--- config.mk ---
export PLATFORM = sky130hd
export DESIGN_NAME = hazard_scoreboard_unit
export DESIGN_NICKNAME = d
export VERILOG_FILES = /design/src/rtl/hazard_scoreboard_unit.sv
export SDC_FILE = /design/constraint.sdc
export NUM_CORES = 1
export LEC_CHECK = 0
export BUFFER_PORTS_ARGS = -buffer_cell sky130_fd_sc_hd__buf_2
export CORE_MARGIN = 3
export CORE_UTILIZATION = 40
export CTS_CLUSTER_SIZE = 10
export DETAILED_ROUTE_END_ITERATION = 8
export PLACE_DENSITY = 0.68
export SLEW_MARGIN = 40
export SYNTH_ARGS = -nofsm -noshare
export SYNTH_HDL_FRONTEND = slang
export SYNTH_SLANG_ARGS = --single-unit
--- constraint.sdc ---
create_clock -name clk -period 3.5 [get_ports clk]
set_clock_uncertainty 0.05 [all_clocks]
set_input_delay 0.7 -clock clk [delete_from_list [all_inputs] [get_ports clk]]
set_output_delay 0.7 -clock clk [all_outputs]
set_load 0.02 [all_outputs]
--- src/rtl/hazard_scoreboard_unit.sv ---
// Hazard unit between ID and EX: per-operand forwarding selects, load-use / long-latency stall
// generation with a per-register countdown scoreboard, and a saturating stall-cycle counter.
module hazard_scoreboard_unit #(
  parameter int RA_W      = 5,
  parameter int NUM_SRC   = 2,
  parameter int FWD_DEPTH = 2,
  parameter int LAT_W     = 4,
  parameter int SCNT_W    = 32,
  localparam int FS_W     = $clog2(FWD_DEPTH + 1),
  localparam int NUM_REGS = 2 ** RA_W
) (
  input  logic                      clk,
  input  logic                      rst,
  input  logic                      id_valid,
  input  logic [NUM_SRC*RA_W-1:0]   id_rs,
  input  logic [NUM_SRC-1:0]        id_rs_used,
  input  logic                      id_wr_en,
  input  logic [RA_W-1:0]           id_rd,
  input  logic [LAT_W-1:0]          id_lat,
  input  logic                      flush,
  input  logic                      idex_mem_read,
  input  logic [RA_W-1:0]           idex_rd,
  input  logic [NUM_SRC*RA_W-1:0]   ex_rs,
  input  logic [FWD_DEPTH-1:0]      stg_wr_en,
  input  logic [FWD_DEPTH*RA_W-1:0] stg_rd,
  output logic [NUM_SRC*FS_W-1:0]   fwd_sel,
  output logic                      stall,
  output logic [SCNT_W-1:0]         stall_cycles
);

  logic [LAT_W-1:0] cnt [NUM_REGS];
  logic             lu_haz;
  logic             sb_haz;
  logic             waw_haz;
  logic             issue;

  // Scan from the farthest stage inward so the nearest matching stage is the last write.
  always_comb begin
    fwd_sel = '0;
    for (int s = 0; s < NUM_SRC; s++) begin
      for (int k = FWD_DEPTH; k >= 1; k--) begin
        if (stg_wr_en[k-1] &&
            stg_rd[(k-1)*RA_W +: RA_W] != '0 &&
            stg_rd[(k-1)*RA_W +: RA_W] == ex_rs[s*RA_W +: RA_W]) begin
          fwd_sel[s*FS_W +: FS_W] = FS_W'(k);
        end
      end
    end
  end

  always_comb begin
    lu_haz = 1'b0;
    sb_haz = 1'b0;
    for (int s = 0; s < NUM_SRC; s++) begin
      if (id_rs_used[s] && idex_mem_read && idex_rd != '0 &&
          idex_rd == id_rs[s*RA_W +: RA_W]) begin
        lu_haz = 1'b1;
      end
      if (id_rs_used[s] && id_rs[s*RA_W +: RA_W] != '0 &&
          cnt[id_rs[s*RA_W +: RA_W]] != '0) begin
        sb_haz = 1'b1;
      end
    end
    waw_haz = id_wr_en && id_rd != '0 && cnt[id_rd] != '0;
  end

  assign stall = id_valid && !flush && (lu_haz || sb_haz || waw_haz);
  assign issue = id_valid && !flush && !stall && id_wr_en && id_rd != '0 && id_lat != '0;

  // Entry 0 is tied to zero so x0 can never look busy.
  always_ff @(posedge clk) begin
    if (rst) begin
      for (int r = 0; r < NUM_REGS; r++) begin
        cnt[r] <= '0;
      end
    end else begin
      for (int r = 0; r < NUM_REGS; r++) begin
        if (r == 0) begin
          cnt[r] <= '0;
        end else if (issue && id_rd == RA_W'(r)) begin
          cnt[r] <= id_lat;
        end else if (cnt[r] != '0) begin
          cnt[r] <= cnt[r] - LAT_W'(1);
        end
      end
    end
  end

  always_ff @(posedge clk) begin
    if (rst) begin
      stall_cycles <= '0;
    end else if (stall && stall_cycles != '1) begin
      stall_cycles <= stall_cycles + SCNT_W'(1);
    end
  end

endmodule
==> results.md <==
- 0 — count of final max-slew check failures
- 77 — count of distinct cell types in the synthesized netlist
- sky130_fd_sc_hd__clkbuf_16 — Root Driver
- flop to flop — type of the most critical hold path
- 1,410 — First DRT Iteration DRCs
- setup timing — violations in the final reports
- flop — Critical Path Source Type
- 24.84% — overall routing resource usage
- 28.99 mm — HPWL after detailed placement
- 11,610 — number of global-route vias before repair
- 0 — Antenna Violating Nets Remaining
- 124 — number of enable-type register cells in the synthesized netlist
- 2,003 — post-layout instance count excluding filler cells
- 1.289 ns — slew of the pin with the lowest slew margin
- sky130_fd_sc_hd__nor2_1 (144), sky130_fd_sc_hd__edfxtp_1 (124), sky130_fd_sc_hd__nand2_1 (110) — most numerous cell types in the synthesized netlist
- 0.45 ns — Clock Latency Late Sink
- 156 — synthesized flop and latch total
- 5 — number of iterations in the first detailed-routing pass
- 11,560 um2 — post-synthesis cell area
- output pin — endpoint class of the critical path
- 90 — quantity of I/O buffers inserted on ports
- 8.795 um2 — average cell area after synthesis
- 37.74% — fraction of the yosys area taken by sequential cells
- 2.75 ns — Req. time, crit path
- 13.89% — relative slew slack
- sky130_fd_sc_hd__or4_4 — master of the slowest instance on the critical path
- complete, but fails checks — result of the run
- 0.4463 ns — minimum hold slack
- 12,460 — detailed-route via count
- 6.624 nW — reported leakage power
- built — clock tree from TritonCTS
- 30,990 um2 — die footprint
- 0.9973 — weighted congestion reported at the end of routability-driven placement
- 21.74 um — post-detailed-route wirelength per cell
- -0.3989 ns — Final WS setup
- sky130_fd_sc_hd__edfxtp_1 — flip-flop cell with the highest count after synthesis
- 0 — Diodes inserted
- 156 — number of sinks on the clock net
- 4 — CTS H-Tree Depth
- 2 — antenna violations before repair
- 17 — TritonCTS buffer count
- 1,315 — number of standard cells after synthesis
- 91 — I/O pin count
- 111.4% — share of the clock period used by the worst path
- 1,698 — Layout Nets
- 42.42% — signed area change from the synthesized netlist to the final layout
- 3 — number of buffer and inverter stages on the critical path
- 58.48% — utilization after layout
- 176.0 um — floorplan die height
- 0 — total gr overflow
- 38.15% — fraction of layout instances using a drive strength above 1
- 0 — DRC errors left
- true — RSZ-0062 raised after global routing
- 0 — hold_buf cts
- 256.5 MHz — Highest Clock Rate
- 0.07 ns — Clock Pin Slew Worst Setup and Hold Paths
- compound AO/OA/AOI/OAI gates — cell family with most CP delay
- 259 — number of endpoints failing setup at the final stage
- sky130_fd_sc_hd__edfxtp_1 (32%), sky130_fd_sc_hd__dfxtp_1 (5.5%), sky130_fd_sc_hd__nor2_1 (4.7%) — Synth area leaders
- 28,160 um2 — Core Footprint
- 6.223 — post-detailed-route via-to-cell ratio
- 2 — maximum count of clock buffers along a single path
- 0.3028 mV — Peak supply drop
- 41.06% — starting density of the core
- sky130_fd_sc_hd__buf_6 — cell type with the highest occurrence count on the critical path
- 0.59 ns — biggest cell delay along the critical path
- or4_4, buf_6, mux4_2, a22oi_2, o311ai_1, o32a_2, a211oi_4, buf_6, nor2_2, buf_6 — cells along the critical path
- flop to output pin — Worst Setup Path Type
- 113 — maximum number of pins on one net before global-route repair
- 0 — max-capacitance violation count
- 732.4 nW/um2 — power density over cell area
- 1,931 — total instance count after detailed placement
- 32.20% — area share of the leading cell type in the synthesized netlist
- 61.36 mm — global-route wire length before repair
- sky130_fd_sc_hd__nor2_1 — most common cell in the netlist
- 61 — cell row count
- 3.15 ns — Arrival @ worst endpoint
- 1,401 — Synth Net Count
- 176.0 um — die span in x
- 3.899 ns — post-route minimum period
- 0% — Async S/R FF share, synth
- -0.4042 ns — worst slack at placement
- 0 — yosys warns
- 0 — number of hold-slack violations in the final timing report
- 2 — largest driver fanout on the critical path
- 43.55 mm — Routed Wire Length
- sky130_fd_sc_hd__edfxtp_1 — dominant cell type by area after synthesis
-- layer usage --
metal	track usage, %	vias to the layer above	routed length, um
met5	0	-	25
met4	9.271	4	2181
met3	5.097	180	4482
met2	41.56	767	20560
met1	31.72	5921	16310
li1	-	5592	-
-- path summary, 6_finish.rpt --
kind / from / endpoint / slack (ns) / depth (start not counted)
worst max-delay path: cnt[17][1] / stall / -0.40 / 10
worst min register to register: stall_cycles[1] / stall_cycles[1] / 0.45 / 2
worst max register to register: cnt[17][1] / cnt[7][1] / -0.36 / 13
worst min-delay path: stall_cycles[1] / stall_cycles[1] / 0.45 / 2
-- area by class of cell --
class | count | area (um2)
clock buffer | 17 | 425.4
clock inverter | 15 | 168.9
fill | 2297 | 11690
inverter | 78 | 292.8
multi-input combinational | 1018 | 8064
sequential | 156 | 4364
tap | 378 | 473.0
timing repair buffer | 341 | 2683
-- what timing repair did --
item	CTS	global route
setup buffers	7	31
endpoints found under the setup margin	213	269
gates resized for setup	47	350
gates cloned	0	6
pin swaps	8	70
-- per-stage QoR --
stage | TNS (ns) | area [um2] | power [W]
floorplan | 0 | 11580 | 0.006867
global placement | -52.32 | 13880 | 0.008726
detailed placement | -66.48 | 13880 | 0.008908
CTS | -9.313 | 14750 | 0.01102
global route | -70.46 | 16470 | 0.01272
finish | -46.54 | 16470 | 0.01206
-- cell usage in the layout (no fill, tap or decap), types with 10 or more instances in the layout --
master,n
sky130_fd_sc_hd__buf_4,195
sky130_fd_sc_hd__nor2_1,139
sky130_fd_sc_hd__edfxtp_1,124
sky130_fd_sc_hd__buf_2,88
sky130_fd_sc_hd__nand2_1,83
sky130_fd_sc_hd__inv_1,76
sky130_fd_sc_hd__nor3_1,53
sky130_fd_sc_hd__o21ai_2,52
sky130_fd_sc_hd__a21oi_1,44
sky130_fd_sc_hd__buf_6,42
sky130_fd_sc_hd__nor4_1,41
sky130_fd_sc_hd__mux2i_1,37
sky130_fd_sc_hd__xor2_1,32
sky130_fd_sc_hd__ha_1,32
sky130_fd_sc_hd__dfxtp_1,32
sky130_fd_sc_hd__o21ai_0,29
sky130_fd_sc_hd__nand4_1,29
sky130_fd_sc_hd__o21ai_1,28
sky130_fd_sc_hd__xnor2_1,25
sky130_fd_sc_hd__nor3b_1,19
sky130_fd_sc_hd__clkbuf_16,19
sky130_fd_sc_hd__or3_1,18
sky130_fd_sc_hd__nand3_1,18
sky130_fd_sc_hd__nand3_4,18
sky130_fd_sc_hd__nor2b_1,17
sky130_fd_sc_hd__nand2_4,17
sky130_fd_sc_hd__mux2_2,17
sky130_fd_sc_hd__nand2b_1,14
sky130_fd_sc_hd__mux4_2,12
sky130_fd_sc_hd__or4_1,12
sky130_fd_sc_hd__o31a_1,12
sky130_fd_sc_hd__nand2_8,11
sky130_fd_sc_hd__a211oi_1,10
sky130_fd_sc_hd__a221oi_2,10
-- worst register-to-register path: cells and delay by family (launching register included) --
| family | cells | cell delay, ns |
|---|---|---|
| simple gates | 4 | 1.24 |
| compound gates | 4 | 0.78 |
| buf+inv | 4 | 0.63 |
| mux | 1 | 0.46 |
| flops | 1 | 0.39 |
-- where the power goes --
part           switching, W  internal, W
combinational       0.00347      0.00308
sequential         0.000619      0.00299
clock              0.000948     0.000965
-- kinds of logic after synthesis --
| kind of cell | count (synthesis) | synth area share (%) |
|---|---|---|
| AO/OA/AOI/OAI | 304 | 17.36 |
| XOR/XNOR | 60 | 4.544 |
| adder cells (fa/ha/maj) | 32 | 3.462 |
| AND/OR/NAND/NOR | 546 | 23.87 |
| buffers and inverters | 142 | 4.955 |
| multiplexers | 75 | 8.071 |
| flip-flops | 156 | 37.74 |
-- flip-flops by register name, indices dropped and copies added, names as in the netlist --
name / count
cnt: 124
stall_cycles: 32
No activity file was read; power rests on OpenSTA's default activity.
